File: src/rtl/button_onchip_memory_copier.sv
// button_onchip_memory_copier: copy or fill a block of words in an attached on-chip memory
module button_onchip_memory_copier #(
  parameter int ADDR_W = 10,
  parameter int DATA_W = 32
) (
  input  logic              clk,
  input  logic              reset_n,
  input  logic              start,
  input  logic              mode,
  input  logic [ADDR_W-1:0] src_addr,
  input  logic [ADDR_W-1:0] dst_addr,
  input  logic [ADDR_W:0]   length,
  input  logic [DATA_W-1:0] fill_data,
  input  logic              abort,
  output logic              busy,
  output logic              done,
  output logic [ADDR_W:0]   words_done,
  output logic [ADDR_W-1:0] address,
  output logic [DATA_W/8-1:0] byteenable,
  output logic              chipselect,
  output logic              write,
  output logic [DATA_W-1:0] writedata,
  input  logic [DATA_W-1:0] readdata,
  output logic              clken
);
  typedef enum logic [2:0] {IDLE, RD, CAP, WR, FIN} state_t;
  localparam logic [ADDR_W:0] ONE = {{ADDR_W{1'b0}}, 1'b1};
  state_t state_q, state_d;
  logic [ADDR_W-1:0] src_q, src_d, dst_q, dst_d, address_q, address_d;
  logic [ADDR_W:0] len_q, len_d, words_done_q, words_done_d;
  logic [DATA_W-1:0] fill_q, fill_d, writedata_q, writedata_d;
  logic mode_q, mode_d, abort_q, abort_d, busy_q, busy_d, done_q, done_d;
  logic chipselect_q, chipselect_d, write_q, write_d, last;
  // next state, command latches and registered bus strobes derived from the next state
  always_comb begin
    state_d = state_q;
    src_d = src_q;
    dst_d = dst_q;
    len_d = len_q;
    mode_d = mode_q;
    fill_d = fill_q;
    words_done_d = words_done_q;
    last = (words_done_q + ONE == len_q) || abort_q || abort;
    unique case (state_q)
      IDLE: if (start) begin
        mode_d = mode;
        src_d = src_addr;
        dst_d = dst_addr;
        len_d = length;
        fill_d = fill_data;
        words_done_d = '0;
        state_d = (length == '0) ? FIN : mode ? WR : RD;
      end
      RD: state_d = CAP;
      CAP: state_d = WR;
      WR: begin
        words_done_d = words_done_q + ONE;
        src_d = src_q + ONE[ADDR_W-1:0];
        dst_d = dst_q + ONE[ADDR_W-1:0];
        state_d = last ? FIN : mode_q ? WR : RD;
      end
      FIN: state_d = IDLE;
      default: state_d = IDLE;
    endcase
    abort_d = (state_q != IDLE) && (state_d != IDLE) && (abort_q || abort);
    busy_d = (state_d == RD) || (state_d == CAP) || (state_d == WR);
    done_d = state_d == FIN;
    chipselect_d = (state_d == RD) || (state_d == WR);
    write_d = state_d == WR;
    address_d = (state_d == RD) ? src_d : (state_d == WR) ? dst_d : address_q;
    writedata_d = (state_d == WR) ? (mode_d ? fill_d : readdata) : writedata_q;
  end
  // state and output registers with asynchronous clear
  always_ff @(posedge clk or negedge reset_n) begin
    if (!reset_n) begin
      state_q <= IDLE;
      src_q <= '0;
      dst_q <= '0;
      len_q <= '0;
      mode_q <= 1'b0;
      fill_q <= '0;
      words_done_q <= '0;
      abort_q <= 1'b0;
      busy_q <= 1'b0;
      done_q <= 1'b0;
      chipselect_q <= 1'b0;
      write_q <= 1'b0;
      address_q <= '0;
      writedata_q <= '0;
    end else begin
      state_q <= state_d;
      src_q <= src_d;
      dst_q <= dst_d;
      len_q <= len_d;
      mode_q <= mode_d;
      fill_q <= fill_d;
      words_done_q <= words_done_d;
      abort_q <= abort_d;
      busy_q <= busy_d;
      done_q <= done_d;
      chipselect_q <= chipselect_d;
      write_q <= write_d;
      address_q <= address_d;
      writedata_q <= writedata_d;
    end
  end
  assign busy = busy_q;
  assign done = done_q;
  assign words_done = words_done_q;
  assign address = address_q;
  assign byteenable = '1;
  assign chipselect = chipselect_q;
  assign write = write_q;
  assign writedata = writedata_q;
  assign clken = 1'b1;
endmodule
File: config.mk
export PLATFORM = sky130hd
export DESIGN_NAME = button_onchip_memory_copier
export DESIGN_NICKNAME = d
export VERILOG_FILES = /design/src/rtl/button_onchip_memory_copier.sv
export SDC_FILE = /design/constraint.sdc
export NUM_CORES = 1
export LEC_CHECK = 0
export CORE_ASPECT_RATIO = 2
export CORE_MARGIN = 5
export CORE_UTILIZATION = 49
export DETAILED_ROUTE_END_ITERATION = 16
export PLACE_DENSITY = 0.8
export SKIP_LAST_GASP = 1
export SYNTH_ARGS = -nofsm -noshare
export SYNTH_HDL_FRONTEND = slang
export SYNTH_SLANG_ARGS = --single-unit
File: constraint.sdc
create_clock -name clk -period 3.7 [get_ports clk]
set_input_delay 1.11 -clock clk [delete_from_list [all_inputs] [get_ports clk]]
set_output_delay 1.11 -clock clk [all_outputs]
set_load 0.02 [all_outputs]
==> run summary <==
status: completed
largest net degree at the start of global routing: 63
hold buffers post-CTS: 0
CP cell instances: ha_1, nand2_2, or3_4, mux2i_1, o211a_1, a311oi_2, a31o_4, and2_2, buf_12, mux2i_1
startpoint types: flip-flop
H-tree Lvls: 4
final hold slack: 472.4 ps
initial core utilization: 49.82%
drt wl/cell: 19.00 µm
Final Hold Fails: 0
Slew headroom: 49.32%
Main synth FF type: dfrtp_1
delay-heaviest family, CP: compound AO/OA/AOI/OAI gates
Clock Skews: 10.13 ps
RSZ-0062 raised after global routing: false
final WL: 18050 µm
number of fill cells in the layout: 965
first-pass GRT wire length: 29030 µm
via count: 5286
worst skew pair latency: 410 ps
async set-reset flop share out of synthesis: 100.0%
syn avg cell area: 9.866 µm²
first-pass detailed-route iteration total: 4
top post-synthesis cells by area: dfrtp_1, mux2i_1, nand2_1, mux2_4, o21ai_0
Critical Path Fanout Max: 33
Critical Path End Type: flip-flop
Fmax: 309.9 MHz
post-CTS setup buffers: 0
share of cells above drive strength 1: 9.500%
post-route insts no fill: 950
Netlist cell types: 59
Pwr Density: 935.8 nW/µm²
number of synthesized flops with an enable pin: 0
final core utilization: 68.48%
CTS tree: done
Synth Cell Area: 6255 µm²
min-delay worst type: flip-flop to flip-flop
vias in the first global route: 5801
Yosys warnings: 0
TritonCTS Buffers: 17
slowest stage delay, CP: 470 ps
sequential fraction of the synthesis area: 50.01%
Crit path top cell by count: mux2i_1
Tot GR Track Use: 23.91%
final net count: 890
P_leak: 4.008 nW
total power: 8.045 mW
Root Buffer: clkbuf_16
Final min period: 3227 ps
Die ar.: 15260 µm²
die extent in y: 169.8 µm
Area Growth Syn to Fin: 37.45%
Multi-input gate area: 2793 µm²
Vias/cell: 5.564
crit path DAT: 3550 ps
Core Area: 12550 µm²
antenna diode instance count: 0
Crit Path Category: flip-flop to flip-flop
Placed Cells: 918
Final ANT Viol Nets: 0
top cells by count, synth: nand2_1, dfrtp_1, mux2i_1, inv_1, o21ai_0
final setup violation count: 0
Cells after Synth: 634
post-cts resize count: 0
row cnt: 58
gr ovfl total: 0
slowest cell on the critical path: dfrtp_1
GP Congestion: 0.8737
fin crit share: 87.21%
IO Count: 162
setup TNS: 0 ps
Port Buffers: 156
Yosys top cell by area: dfrtp_1
Synth top area share: 50.01%
worst path required time: 4020 ps
initial DRC count: 347
Seq cells post-synth: 125
total area of sequential cells: 3128 µm²
initial antenna violation count: 0
die width: 89.89 µm
Bufs and invs on worst path: 1
DRC violations left: 0
cell with the most instances after synthesis: nand2_1
Slew Viols, Final: 0
clk slew on worst S/H paths: 60 ps
worst ir drop on vdd: 647.2 µV
max-cap viol count: 0
Final HPWL DP: 13130 µm
worst slew pin tran: 760.1 ps
CTS sink cnt: 125
maximum root-to-sink buffer count: 2
[worst reg2reg max path, stage by stage (launching register included)]
cell      delay [ps]
dfrtp_1          470
ha_1             300
nand2_2          130
or3_4            420
mux2i_1          150
o211a_1          250
a311oi_2         310
a31o_4           360
and2_2           220
buf_12           240
mux2i_1          300
[worst paths after layout]
check | start | to | slack (ps) | depth (start not counted)
max | words_done[0] | writedata[5] | 470 | 10
min | fill_q[12] | fill_q[12] | 470 | 2
max reg2reg | words_done[0] | writedata[5] | 470 | 10
min reg2reg | fill_q[12] | fill_q[12] | 470 | 2
max in group asynchronous | reset_n | address[7] | 2280 | 2
min in group asynchronous | reset_n | dst_q[9] | 670 | 1
[metal layers]
metal	vias up	part of all wire (%)	wire (µm)	GRT usage (%)
li1	2456	-	-	-
met1	2584	35	6250	23.69
met2	202	56	10090	44.55
met3	44	5.1	921	6.167
met4	0	4.3	785	13.22
met5	-	0	0	0
[cells by family after synthesis]
family                     count (synthesis)  share of synthesized area (%)
DFF                                      125                          50.01
and+or+nand+nor                          246                          17.44
buffers and inverters                     79                          5.821
adders and majority gates                  3                         0.6002
AOI/OAI and AO/OA                         78                          9.082
other                                      1                        0.05995
muxes                                     89                          15.16
xor gates and xnor gates                  13                          1.820
[registers in the layout, indices dropped and copies added (netlist names)]
name,flops
done,1
write,1
src_q,10
busy,1
writedata,32
state_q,3
dst_q,10
len_q,11
chipselect,1
fill_q,32
words_done,11
abort_q,1
address,10
mode_q,1
[cell usage in the layout (no fill, tap or decap), types with 3 or more instances in the layout]
cell type and n:
o31ai_1 3, ha_1 3, a221o_1 11, o221ai_1 3
buf_4 13, dfrtp_1 125, o211ai_1 3, clkinv_4 3
clkinvlp_4 3, nand2_1 159, buf_12 3, nand4_1 5
inv_6 3, and2_1 3, and3b_1 3, mux2_2 4
nor4_1 4, nor3b_1 6, conb_1 5, xor2_1 7
nor3_1 5, clkdlybuf4s50_1 155, inv_1 37, bufinv_16 4
a31oi_1 3, and3_1 8, or2_2 3, o21ai_0 30
xnor2_1 6, mux2i_1 72, o311ai_0 3, nand3_1 13
nor2_1 23, clkbuf_16 17, mux2_4 10
[layout make-up]
| type | instances | share of cell area [%] |
|---|---|---|
| Inverter | 38 | 1.659 |
| Clock inverter | 15 | 2.460 |
| Clock buffer | 17 | 4.948 |
| Multi-Input combinational cell | 434 | 32.48 |
| Tap cell | 150 | 2.183 |
| Sequential cell | 125 | 36.38 |
| Timing Repair Buffer | 171 | 19.88 |
[stage by stage]
stage	cell area, µm²	setup WS, ps
4_1_cts	8597	476.8
3_5_place_dp	7960	126.3
2_1_floorplan	6270	662.6
3_3_place_gp	7960	258.5
5_1_grt	8597	323.1
6_report	8597	473.1
[report_power, final]
group | internal [mW] | switching [mW]
logic | 1.78 | 2.01
registers | 2.00 | 0.462
clock network | 1.14 | 0.650
total | 4.92 | 3.13
Power figures use the tool's default switching activity.
